## config.mk

```make
export PLATFORM = sky130hd
export DESIGN_NAME = rf_arbiter
export DESIGN_NICKNAME = d
export VERILOG_FILES = /design/src/rtl/rf_pkg.sv /design/src/rtl/rr_sel2.sv /design/src/rtl/rf_arbiter.sv
export SDC_FILE = /design/constraint.sdc
export NUM_CORES = 1
export LEC_CHECK = 0
export BUFFER_PORTS_ARGS = -buffer_cell sky130_fd_sc_hd__buf_2
export CAP_MARGIN = 20
export CORE_ASPECT_RATIO = 1.4
export CORE_UTILIZATION = 35
export CTS_CLUSTER_DIAMETER = 60
export DETAILED_ROUTE_END_ITERATION = 10
export HOLD_SLACK_MARGIN = 0.08
export PLACE_DENSITY_LB_ADDON = 0.3
export SYNTH_ARGS = -nofsm -noshare
export SYNTH_HDL_FRONTEND = slang
export SYNTH_SLANG_ARGS = --single-unit
```

## constraint.sdc

```tcl
create_clock -name clk -period 1.7 [get_ports clk]
set_input_delay 0.51 -clock clk [delete_from_list [all_inputs] [get_ports clk]]
set_output_delay 0.51 -clock clk [all_outputs]
set_load 0.02 [all_outputs]
```

## src/rtl/rf_pkg.sv

```systemverilog
// Shared types for the register-file port arbiter: FSM encoding and client ids.
package rf_pkg;
  typedef enum logic {IDLE = 1'b0, ACCESS = 1'b1} state_t;

  localparam logic C0 = 1'b0;
  localparam logic C1 = 1'b1;
endpackage

```

## src/rtl/rr_sel2.sv

```systemverilog
// Two-way round-robin select: a lone requester wins, a tie goes to the pointer holder.
module rr_sel2 (
  input  logic [1:0] req,
  input  logic       ptr,
  output logic [1:0] gnt
);
  always_comb begin
    gnt = req;
    if (req == 2'b11) gnt = ptr ? 2'b10 : 2'b01;
  end
endmodule

```

## src/rtl/rf_arbiter.sv

```systemverilog
// Serialises two clients onto one register-file port: one accepted request,
// then one ACCESS cycle in which the held request drives the register file.
module rf_arbiter
  import rf_pkg::*;
#(
  parameter int DW = 32,
  parameter int AW = 5
) (
  input  logic          clk,
  input  logic          rst,
  input  logic          c0_valid,
  input  logic          c0_we,
  input  logic [AW-1:0] c0_addr,
  input  logic [DW-1:0] c0_wdata,
  output logic          c0_ready,
  output logic          c0_rvalid,
  output logic [DW-1:0] c0_rdata,
  input  logic          c1_valid,
  input  logic          c1_we,
  input  logic [AW-1:0] c1_addr,
  input  logic [DW-1:0] c1_wdata,
  output logic          c1_ready,
  output logic          c1_rvalid,
  output logic [DW-1:0] c1_rdata,
  output logic [AW-1:0] rf_ra0,
  input  logic [DW-1:0] rf_rd0,
  output logic [AW-1:0] rf_wa,
  output logic [DW-1:0] rf_wd,
  output logic          rf_we
);
  state_t        state, state_nxt;
  logic          ptr, hid, hwe;
  logic [AW-1:0] haddr;
  logic [DW-1:0] hwdata;
  logic [1:0]    req, gnt, rdy, rvalid;
  logic          acc, acc_id;

  assign req = {c1_valid, c0_valid};

  rr_sel2 u_sel (.req(req), .ptr(ptr), .gnt(gnt));

  always_comb begin
    state_nxt = state;
    rdy       = 2'b00;
    case (state)
      IDLE: begin
        rdy = gnt;
        if (|gnt) state_nxt = ACCESS;
      end
      ACCESS:  state_nxt = IDLE;
      default: state_nxt = IDLE;
    endcase
  end

  assign acc    = |(rdy & req);
  assign acc_id = rdy[1] ? C1 : C0;

  always_ff @(posedge clk) begin
    if (!rst) begin
      state    <= IDLE;
      ptr      <= C0;
      hid      <= C0;
      hwe      <= 1'b0;
      haddr    <= '0;
      hwdata   <= '0;
      rvalid   <= 2'b00;
      c0_rdata <= '0;
      c1_rdata <= '0;
    end else begin
      state  <= state_nxt;
      rvalid <= 2'b00;
      if (acc) begin
        ptr    <= ~acc_id;
        hid    <= acc_id;
        hwe    <= acc_id ? c1_we    : c0_we;
        haddr  <= acc_id ? c1_addr  : c0_addr;
        hwdata <= acc_id ? c1_wdata : c0_wdata;
      end
      if (state == ACCESS && !hwe) begin
        rvalid[hid] <= 1'b1;
        if (hid == C1) c1_rdata <= rf_rd0;
        else           c0_rdata <= rf_rd0;
      end
    end
  end

  assign c0_ready  = rdy[0];
  assign c1_ready  = rdy[1];
  assign c0_rvalid = rvalid[0];
  assign c1_rvalid = rvalid[1];

  // Holding registers only move on acceptance, so the RF address/data stay quiet in IDLE.
  assign rf_ra0 = haddr;
  assign rf_wa  = haddr;
  assign rf_wd  = hwdata;
  // Gated by rst so a reset landing in ACCESS kills the write on that same edge.
  assign rf_we  = rst && (state == ACCESS) && hwe && (haddr != '0);
endmodule

```

==> metrics.cfg, run 1 <==
[cells_and_area]
diodes = 0
syn2layout_area_growth_pct = 39.4
drive_above_1_share_pct = 41.3
final_cells = 806
nNetsFinal = 767

[synthesis]
yosys_warnings = 0
yosysMostFrequentCell = nand2_1
synthCells = 439
synthDominantCellAreaShare_pct = 50.8
synth_largest_area_cell = dfxtp_1
syn_area_sq_um = 4220
syn_area_per_cell_sq_um = 9.60
synthesis.nets = 551
synthArstFlopShare_pct = 0
synth_ff_type = dfxtp_1
synth_top_cells_by_count = 129 x nand2_1, 107 x dfxtp_1, 58 x a21boi_1
post_synth_num_cell_types = 23
synth_edf_count = 0
ys_seq_area_share_pct = 50.8
synthTopCellsByArea = dfxtp_1 51%, nand2_1 11%, a21boi_1 10%
synth-seq-cells = 107

[run]
drv_cap = 0

[sta]
finalCritPeriodShare_pct = 97.3
relSlewSlack_pct = 76.6
period_minus_slack_ns = 1.65
fin_skew_ns = 0.00704
tightest_slew_ns = 0.350
rsz0062_at_grt = true
timing.fmax_mhz = 605
hold_viol = 0
report.final.slew_viol_count = 0
whs_ns = 0.415
final-setup-viol-count = 0

[global_route]
globalRouteTotalUtil_pct = 18.1
grt_max_degree = 42
grt-ovfl-total = 0
antenna_found_initial = 0
grt_first_pass_wirelength_mm = 17.8
grt_pass1_vias = 3729

[worst_setup_path]
crit_start = rf_ra0[1]
slowest_stage = dfxtp_2
required_ns = 1.19
path_max_fanout = 4
end_kind = output port
r2r_start = state
crit_chain = nor3_4 > a21oi_4 > buf_2
cp_slowest_stage_delay_ns = 0.35
cp.arrival_ns = 1.14
critPathKind = register to output port
worst_setup_path_start_kind = register

[drt]
route.met3.wl_microns = 926
wl_met1_mm = 4.69
wl_met2_mm = 5.45
avgViaCountPerCell = 4.80
num_vias = 3866
drtAntennaViolNets = 0
drc = 0
drt_pass1_iterations = 4
routed_wl_mm = 11.2
top_layer_used = met4
avgRoutedWirePerCell_microns = 13.9
drtIter0Drc = 82

[cts]
cts_made_buffers = 9
cts_tree = built
clk_pin_slew_ns = 0.07
clockBufferDepth = 2
htreeDepth = 3
cts-root-buf = clkbuf_16
hold_buffers = 0
cts.sinks = 107
clkLatencyLatePin_ns = 0.34

[placement]
place_congestion = 0.740
hpwlAfterDp_mm = 8.15
port-buffer-count = 222
place_inst = 785

[die]
core-area_sq_um = 11800
die_y_microns = 132
dieArea_sq_um = 12500
num_io_pins = 223
initial_core_util_pct = 35.8
rows = 47
die_w_microns = 94.8

[power_and_ir_drop]
pwr_density_cell_nw_per_um2 = 1010
ir_drop_v = 0.000484
leakagePower_nw = 2.87
power.total_mw = 5.95

[hold_path]
worstHoldStart = rf_rd0[23]
hp-class = input port to register

[run_status]
outcome = completed

==> worst max-delay path, delay by kind of cell, from the launching register on <==
family          cells  cell delay [ns]
compound gates      1             0.07
buf+inv             1             0.16
flops               1             0.35
simple gates        1             0.23
==> area by class of cell <==
cell class | instances | area [sq um]
fillers | 1115 | 5880
flip-flops and latches | 107 | 2150
multi-input cells | 291 | 1890
repair buffers | 242 | 1320
clock buffers | 11 | 243
well taps | 147 | 184
clock inverters | 4 | 75.1
inverters | 4 | 15.0
==> placed cells by master (no fill, tap or decap), drive strengths merged <==
| master | n |
|---|---|
| nor3 | 1 |
| a21oi | 3 |
| nor3b | 2 |
| and2 | 3 |
| nand2b | 1 |
| nand2 | 129 |
| mux2i | 38 |
| a21boi | 64 |
| bufinv | 2 |
| nand3 | 1 |
| clkbuf | 11 |
| dfxtp | 107 |
| nand3b | 2 |
| inv | 4 |
| buf | 242 |
| o21ai | 3 |
| o2bb2ai | 37 |
| clkinvlp | 2 |
| nor2 | 3 |
| nor2b | 3 |
| mux2 | 1 |
==> worst paths after layout <==
| path | to | slack [ns] | cells past startpoint |
|---|---|---|---|
| worst min register to register | c0_rdata[3] | 0.45 | 2 |
| worst max register to register | hid | 0.23 | 9 |
| worst min-delay path | c0_rdata[23] | 0.41 | 3 |
| worst max-delay path | rf_we | 0.05 | 3 |
==> cell families (layout without fill, tap and decap cells) <==
group           after synthesis  count (layout)  synth area share (%)
mux                          39              39                  9.29
flops                       107             107                  50.8
buf+inv                      41             261                  5.73
compound gates              107             107                  19.9
simple gates                145             145                  14.3
==> timing repair <==
action | 4_1_cts | 5_1_grt
buffers inserted | 6 | 0
pin swaps | 1 | 1
setup endpoints to repair | 3 | 3
gates resized for setup | 12 | 5
==> where the power goes <==
part | switching (mW) | internal [mW]
clock | 0.889 | 1.32
sequential | 0.0908 | 2.66
combinational | 0.563 | 0.427
total | 1.54 | 4.41
==> metal layers <==
| metal | up-vias | track usage, % |
|---|---|---|
| met2 | 180 | 31.3 |
| met1 | 1766 | 20.7 |
| li1 | 1909 | - |
| met5 | - | 0 |
| met4 | 0 | 6.90 |
| met3 | 11 | 5.19 |
==> per-stage QoR <==
| step | setup slack [ns] | TNS (ns) | util [%] | cell area, sq um |
|---|---|---|---|---|
| after global placement | 0.00750 | 0 | 46.4 | 5460 |
| after global routing | -0.0261 | -0.0261 | 50.0 | 5880 |
| after detailed placement | -0.0195 | -0.0195 | 46.4 | 5460 |
| after CTS | 0.000876 | 0 | 49.8 | 5860 |
| after floorplan | 0.0460 | 0 | - | 4230 |
| final | 0.0466 | 0 | 50.0 | 5880 |
==> sequential cells by signal (all words and copies together) (netlist names) <==
register / count
rf_wd: 32
hwe: 1
c0_rdata: 32
rf_ra0: 5
ptr: 1
c1_rdata: 32
state: 1
rvalid: 2
hid: 1
Note: power is estimated with default switching activity, not from simulation.
==> run 2: changes to the inputs <==
- ABC_AREA: default -> 1
- CELL_PAD_IN_SITES_DETAIL_PLACEMENT: default -> 1
- CELL_PAD_IN_SITES_GLOBAL_PLACEMENT: default -> 2
- CORE_UTILIZATION: 35 -> 24
- RECOVER_POWER: default -> 100
==> run 2 against run 1 <==
  * The run now ends with negative setup slack left
  * Count of clock-buffer cells in the layout is 2 lower
  * Routed wire length is 45% higher
  * Critical path depth is 2 higher
  * Sequential share of layout area is 2.0 points lower
  * Non-clock buffer count is 5 higher
  * Utilization is 18 points lower
  * Synthesized cell count is 47% higher
  * Maximum frequency is 4.1% lower
  * Global-route usage is 2.2 points lower
==> metrics.cfg, run 2 <==
[cts]
clkLatencyLatePin_ns = 0.35  ; about the same
cts-root-buf = clkbuf_16
clockBufferDepth = 2  ; unchanged
cts_made_buffers = 9  ; unchanged
htreeDepth = 3  ; unchanged
cts_tree = built
cts.sinks = 107  ; unchanged
hold_buffers = 0  ; unchanged
clk_pin_slew_ns = 0.07  ; about the same

[synthesis]
synthArstFlopShare_pct = 0  ; unchanged
ys_seq_area_share_pct = 45.4  ; -5.4 points
synthesis.nets = 758  ; +38%
yosysMostFrequentCell = nand2_1
synth-seq-cells = 107  ; unchanged
synthDominantCellAreaShare_pct = 45.4  ; -5.4 points
synth_edf_count = 0  ; unchanged
syn_area_sq_um = 4720  ; +12%
synth_largest_area_cell = dfxtp_1
synthTopCellsByArea = dfxtp_1 45%, nand2_1 12%, inv_1 9.0%
synthCells = 646  ; +47%
yosys_warnings = 0  ; unchanged
syn_area_per_cell_sq_um = 7.30  ; -24%
synth_ff_type = dfxtp_1
synth_top_cells_by_count = 152 x nand2_1, 113 x inv_1, 107 x dfxtp_1
post_synth_num_cell_types = 21  ; -8.7%

[worst_setup_path]
end_kind = output port
slowest_stage = dfxtp_4
required_ns = 1.19  ; about the same
cp_slowest_stage_delay_ns = 0.38  ; +0.03 ns
cp_num_buf_inv = 3  ; +2
cp.arrival_ns = 1.21  ; +0.07 ns
ff2ff_setup_slack_ns = 0.09  ; -0.14 ns
cp_num_cells = 5  ; +2
critical_path.top_delay_family = flip-flops
crit_chain = inv_4 > nor3_4 > nand2_2 > inv_1 > buf_6
critPathKind = register to output port
path_max_fanout = 3  ; -1
worst_setup_path_start_kind = register
ff2ff_path_depth = 9  ; unchanged

[hold_path]
hold-path-cell-count = 2  ; -1
hp-class = register to register

[cells_and_area]
syn2layout_area_growth_pct = 31.8
mostFrequentLayoutCells = 150 x nand2_1, 112 x inv_1, 112 x buf_2
nNetsFinal = 965  ; +26%
drive_above_1_share_pct = 20.3  ; -21 points
fillers = 2516  ; +130%
final_common_cell = nand2_1
final_cells = 1107  ; +37%
fin_util_pct = 32.4  ; -18 points
final_area_sq_um = 6220  ; +5.8%

[drt]
routed_wl_mm = 16.3  ; +45%
drtAntennaViolNets = 0  ; unchanged
avgRoutedWirePerCell_microns = 14.7  ; +5.5%
num_vias = 4790  ; +24%
drc = 0  ; unchanged
drt_pass1_iterations = 4  ; unchanged
drtIter0Drc = 156  ; +90%
avgViaCountPerCell = 4.33  ; -9.8%

[run]
drv_cap = 0  ; unchanged

[sta]
whs_ns = 0.446  ; +0.0310 ns
timing.fmax_mhz = 580  ; -4.1%
fin_skew_ns = 0.00863  ; +0.00159 ns
finalCritPeriodShare_pct = 101  ; +4.2 points
relSlewSlack_pct = 61.6  ; -15 points
final-setup-viol-count = 2  ; +2
tightest_slew_ns = 0.574  ; +0.224 ns
setup_tns_ns = -0.0451  ; -0.0451 ns
period_minus_slack_ns = 1.72  ; +0.0713 ns
report.final.slew_viol_count = 0  ; unchanged
fin_ws_ns = -0.0247  ; -0.0713 ns
rsz0062_at_grt = true
hold_viol = 0  ; unchanged

[placement]
place_area_sq_um = 5940  ; +8.9%
place_inst = 1082  ; +38%
place_congestion = 0.740  ; about the same
port-buffer-count = 222  ; unchanged
hpwlAfterDp_mm = 11.3  ; +39%
post-place-ws_ns = -0.164  ; -0.145 ns

[die]
die_w_microns = 121  ; +27%
core-area_sq_um = 19200  ; +63%
rows = 60  ; +28%
dieArea_sq_um = 20200  ; +62%
die_y_microns = 168  ; +27%
num_io_pins = 223  ; unchanged
initial_core_util_pct = 24.6  ; -11 points

[global_route]
globalRouteTotalUtil_pct = 15.9  ; -2.2 points
grt_first_pass_wirelength_mm = 25.2  ; +42%
antenna_found_initial = 2  ; +2
grt_max_degree = 66  ; +57%
grt_pass1_vias = 4783  ; +28%
grt-ovfl-total = 0  ; unchanged

[power_and_ir_drop]
power.total_mw = 6.09  ; +2.4%
pwr_density_cell_nw_per_um2 = 979  ; -3.2%
p_int_mw = 4.22  ; -4.1%
power_switching_mw = 1.87  ; +21%
leakagePower_nw = 2.92  ; +1.6%
p_comb_share_pct = 19.0  ; +2.4 points
ir_drop_v = 0.000459  ; -5.1%
p_seq_share_pct = 45.5  ; -0.7 points
clkPwrFrac_pct = 35.5  ; -1.7 points
switching_share_pct = 30.7  ; +4.7 points

[run_status]
outcome = finished with violations
violations = negative setup slack

## run 2: cell types whose count changed after synthesis, moves of 6 or more
| cell | previous run | this run |
|---|---|---|
| nand2_1 | 129 | 152 |
| o2bb2ai_1 | 37 | 0 |
| mux2i_1 | 38 | 0 |
| clkbuf_8 | 0 | 6 |
| a21boi_0 | 6 | 0 |
| a21boi_1 | 58 | 0 |
| buf_1 | 0 | 6 |
| inv_1 | 4 | 113 |
| o21ai_0 | 2 | 32 |
| buf_4 | 11 | 5 |
| a21oi_1 | 3 | 67 |
| nand4_1 | 0 | 32 |
| buf_6 | 4 | 12 |
| nand3_1 | 1 | 79 |
## run 2: cells by family (layout without fill, tap and decap cells)
logic type | Yosys count | count (layout) | synth area share (%)
flops | 107 | 107 | 45.4
other cells | 0 | 1 | 0
compound gates | 100 | 100 | 10.8
buf+inv | 168 | 379 | 17.9
simple gates | 271 | 272 | 25.8
## run 2: worst paths after layout
path,startpoint,to
worst max-delay path,state,rf_we
worst min-delay path,c1_rdata[26],c1_rdata[26]
worst max register to register,state,rf_wd[4]
worst min register to register,c1_rdata[26],c1_rdata[26]
## run 2: final cells by class
class	instances	area, sq um	area share [%]
Sequential cell	107	2150	34.6
Multi-Input combinational cell	372	1760	28.3
Timing Repair Buffer	247	1260	20.3
Inverter	116	438	7.04
Tap cell	248	310	4.99
Clock buffer	9	225	3.62
Clock inverter	7	73.8	1.19
Antenna cell	1	2.50	0.0402
## run 2: timing repair
action / 4_1_cts / 5_1_grt
resized for setup: 12 / 9
gates cloned: 1 / 1
setup endpoints to repair: 3 / 41
pin swaps: 3 / 2
buffers inserted: 5 / 1
## run 2: worst reg2reg max path: cells and delay by family (launching register included)
kind / cells / cell delay, ns
simple gates: 5 / 0.52
buf+inv: 4 / 0.67
flops: 1 / 0.37
## run 2: metal layers
layer  GRT usage [%]  wire [microns]  vias up
met5               0              10        -
met4            4.72             196        2
met3            4.98            1140       12
met2            28.8            8310      143
met1            17.6            6630     2186
li1                -               -     2447
## run 2: power groups by stage
stage | Sequential, mW | Clock, mW | Combinational [mW]
floorplan | 3.00 | 0 | 0.559
global placement | 2.82 | 0 | 1.18
detailed placement | 2.82 | 0 | 1.19
CTS | 2.77 | 2.27 | 1.23
global route | 2.79 | 2.33 | 1.29
finish | 2.77 | 2.16 | 1.16
==> run 3: changes to the inputs <==
--- a/config.mk
+++ b/config.mk
@@ -7,3 +7,3 @@
 export LEC_CHECK = 0
-export ABC_AREA = 1
+export ABC_AREA = 0
 export BUFFER_PORTS_ARGS = -buffer_cell sky130_fd_sc_hd__buf_2
@@ -13,3 +13,3 @@
 export CORE_ASPECT_RATIO = 1.4
-export CORE_UTILIZATION = 24
+export CORE_UTILIZATION = 25
 export CTS_CLUSTER_DIAMETER = 60
==> constraint.sdc (replaced) <==
create_clock -name clk -period 1.7 [get_ports clk]
set_input_delay 0.34 -clock clk [delete_from_list [all_inputs] [get_ports clk]]
set_output_delay 0.34 -clock clk [all_outputs]
set_load 0.02 [all_outputs]
==> run 3 against run 2 <==
  * The flow finishes with violations (design-rule violations)
  * Cell area decreased by 8.4%
  * Die area is 14% lower
  * Routed wire length is 19% lower
  * Worst setup slack improved by 0.14 ns
  * Cell count is 23% lower
  * Critical endpoint is now c1_ready
  * Clock power hardly changed
  * Largest cell class unchanged
  * Critical path depth shrank 1
  * Sequential share of layout area increased by 3.1 points
  * Sequential power about the same
  * Largest power group unchanged
  * Utilization rose by 2.6 points
  * Count of clock-buffer cells in the layout is 3 higher
==> metrics.cfg, run 3 (same netlist as run 1, synthesis figures left out) <==
[power_and_ir_drop]
power_switching_mw = 1.61  ; -14%
pwr_density_cell_nw_per_um2 = 1030  ; +4.9%
switching_share_pct = 27.5  ; -3.2 points
p_seq_share_pct = 47.0  ; +1.5 points
clkPwrFrac_pct = 37.4  ; +1.9 points
p_int_mw = 4.24  ; +0.48%
p_comb_share_pct = 15.6  ; -3.4 points
leakagePower_nw = 2.36  ; -19%
ir_drop_v = 0.000437  ; -4.8%

[worst_setup_path]
critPathKind = register to output port
ff2ff_path_depth = 5  ; -4
crit_chain = nor2b_2 > o21ai_4 > inv_1 > clkbuf_2
cp.arrival_ns = 1.25  ; +0.04 ns
end_kind = output port
cp_num_buf_inv = 2  ; -1
cp-endpoint = c1_ready
crit_start = state
path_max_fanout = 9  ; +6
r2r_start = ptr
reg2reg_to = rf_wd[11]
required_ns = 1.36  ; +0.17 ns
critical_path.top_delay_family = flip-flops
ff2ff_setup_slack_ns = 0.18  ; +0.09 ns
worst_setup_path_start_kind = register
cp_num_cells = 4  ; -1
slowest_stage = dfxtp_2
cp_slowest_stage_delay_ns = 0.36  ; -0.02 ns

[die]
initial_core_util_pct = 25.8  ; +1.3 points
rows = 55  ; -8.3%
die_y_microns = 156  ; -7.3%
num_io_pins = 223  ; unchanged
core-area_sq_um = 16300  ; -15%
die_w_microns = 112  ; -7.3%
dieArea_sq_um = 17400  ; -14%

[run]
drv_cap = 0  ; unchanged

[run_status]
outcome = finished with violations
violations = design-rule violations

[cts]
clkLatencyLatePin_ns = 0.34  ; about the same
clk_pin_slew_ns = 0.07  ; about the same
cts.sinks = 107  ; unchanged
cts_made_buffers = 9  ; unchanged
htreeDepth = 3  ; unchanged
clockBufferDepth = 2  ; unchanged
cts-root-buf = clkbuf_16
hold_buffers = 0  ; unchanged
cts_tree = built

[drt]
drc = 12  ; +12
num_vias = 3924  ; -18%
routed_wl_mm = 13.2  ; -19%
avgViaCountPerCell = 4.58  ; +5.8%
drt_pass1_iterations = 7  ; +3
avgRoutedWirePerCell_microns = 15.4  ; +4.6%
drtAntennaViolNets = 0  ; unchanged
drtIter0Drc = 136  ; -13%

[sta]
setup_tns_ns = 0  ; +0.0451 ns
tightest_slew_ns = 0.580  ; +0.00571 ns
fin_skew_ns = 0.00929  ; +0.000663 ns
timing.fmax_mhz = 630  ; +8.6%
final-setup-viol-count = 0  ; -2
period_minus_slack_ns = 1.59  ; -0.137 ns
hold_viol = 0  ; unchanged
rsz0062_at_grt = false
relSlewSlack_pct = 61.3  ; -0.29 points
report.final.slew_viol_count = 0  ; unchanged
finalCritPeriodShare_pct = 93.4  ; -8.0 points

[cells_and_area]
final_common_cell = nand2_1
fin_util_pct = 35.0  ; +2.6 points
nNetsFinal = 765  ; -21%
diodes = 0  ; -1
fillers = 2001  ; -20%
drive_above_1_share_pct = 23.3  ; +3.0 points
syn2layout_area_growth_pct = 35.2
mostFrequentLayoutCells = 129 x nand2_1, 111 x buf_2, 110 x clkbuf_1

[hold_path]
hp-class = input port to register

[global_route]
globalRouteTotalUtil_pct = 15.6  ; -0.34 points
grt_first_pass_wirelength_mm = 21.3  ; -15%
grt_max_degree = 68  ; +3.0%
antenna_found_initial = 1  ; -1
grt_pass1_vias = 4171  ; -13%
grt-ovfl-total = 0  ; unchanged

[placement]
port-buffer-count = 222  ; unchanged
place_congestion = 0.670  ; -9.5%
hpwlAfterDp_mm = 9.49  ; -16%

## run 3: cell count changes in the layout (fill, tap and decap cells not counted), sizes merged, moves of 5 or more
cell	previous run	this run
inv	118	6
nand3	79	1
a21boi	0	64
a21oi	67	3
mux2i	0	38
o2bb2ai	0	37
nand4	32	0
o21ai	33	3
nand2	152	129
buf	134	126
clkbuf	121	126
## run 3: area by class of cell
| type | count | area (sq um) | share of cell area (%) |
|---|---|---|---|
| Timing Repair Buffer | 240 | 1150 | 20.1 |
| Inverter | 4 | 15.0 | 0.263 |
| Clock inverter | 4 | 55.1 | 0.966 |
| Clock buffer | 12 | 256 | 4.50 |
| Tap cell | 199 | 249 | 4.37 |
| Sequential cell | 107 | 2140 | 37.6 |
| Multi-Input combinational cell | 291 | 1830 | 32.2 |
## run 3: repair_timing
item / CTS / global route
buffers inserted: 0 / 7
resized for setup: 2 / 2
pin swaps: 1 / 1
setup endpoints to repair: 1 / 3
## run 3: worst reg2reg max path: stages, from the launching register on
cell       delay (ns)
dfxtp_1          0.35
o21ai_4          0.28
clkbuf_1         0.13
buf_4            0.30
mux2i_1          0.24
o2bb2ai_1        0.08
## run 3: how the worst min path moves through the flow
stage	startpoint	endpoint	depth (start not counted)
2_1_floorplan	rf_rd0[10]	c0_rdata[10]	2
3_5_place_dp	c1_rdata[14]	c1_rdata[14]	2
6_report	rf_rd0[21]	c0_rdata[21]	3
5_1_grt	rf_rd0[21]	c0_rdata[21]	3
4_1_cts	rf_rd0[16]	c0_rdata[16]	3
3_3_place_gp	c0_rdata[13]	c0_rdata[13]	2
## run 3: metrics by stage
step | hold WS, ns | cell area (sq um) | std cells | total power, mW | setup WS (ns)
floorplan | 0.475 | 4220 | 439 | 3.37 | 0.130
global placement | 0.437 | 5530 | 834 | 3.77 | 0.196
detailed placement | 0.442 | 5530 | 834 | 3.79 | 0.125
CTS | 0.226 | 5840 | 850 | 6.03 | 0.0177
global route | 0.242 | 5700 | 857 | 6.16 | 0.0128
finish | 0.250 | 5700 | 857 | 5.86 | 0.112
## run 3: power by group through the flow
stage	logic (mW)	clock network [mW]	registers [mW]
2_1_floorplan	0.405	0	2.96
3_3_place_gp	0.969	0	2.80
3_5_place_dp	0.992	0	2.80
4_1_cts	0.993	2.28	2.75
5_1_grt	1.00	2.38	2.77
6_report	0.913	2.19	2.75
## run 3: layer usage
layer / vias up / GRT usage [%] / part of all wire (%)
li1: 1902 / - / -
met1: 1852 / 17.2 / 40
met2: 163 / 28.9 / 51
met3: 7 / 4.08 / 8.0
met4: 0 / 4.83 / 1.1
met5: - / 0 / 0
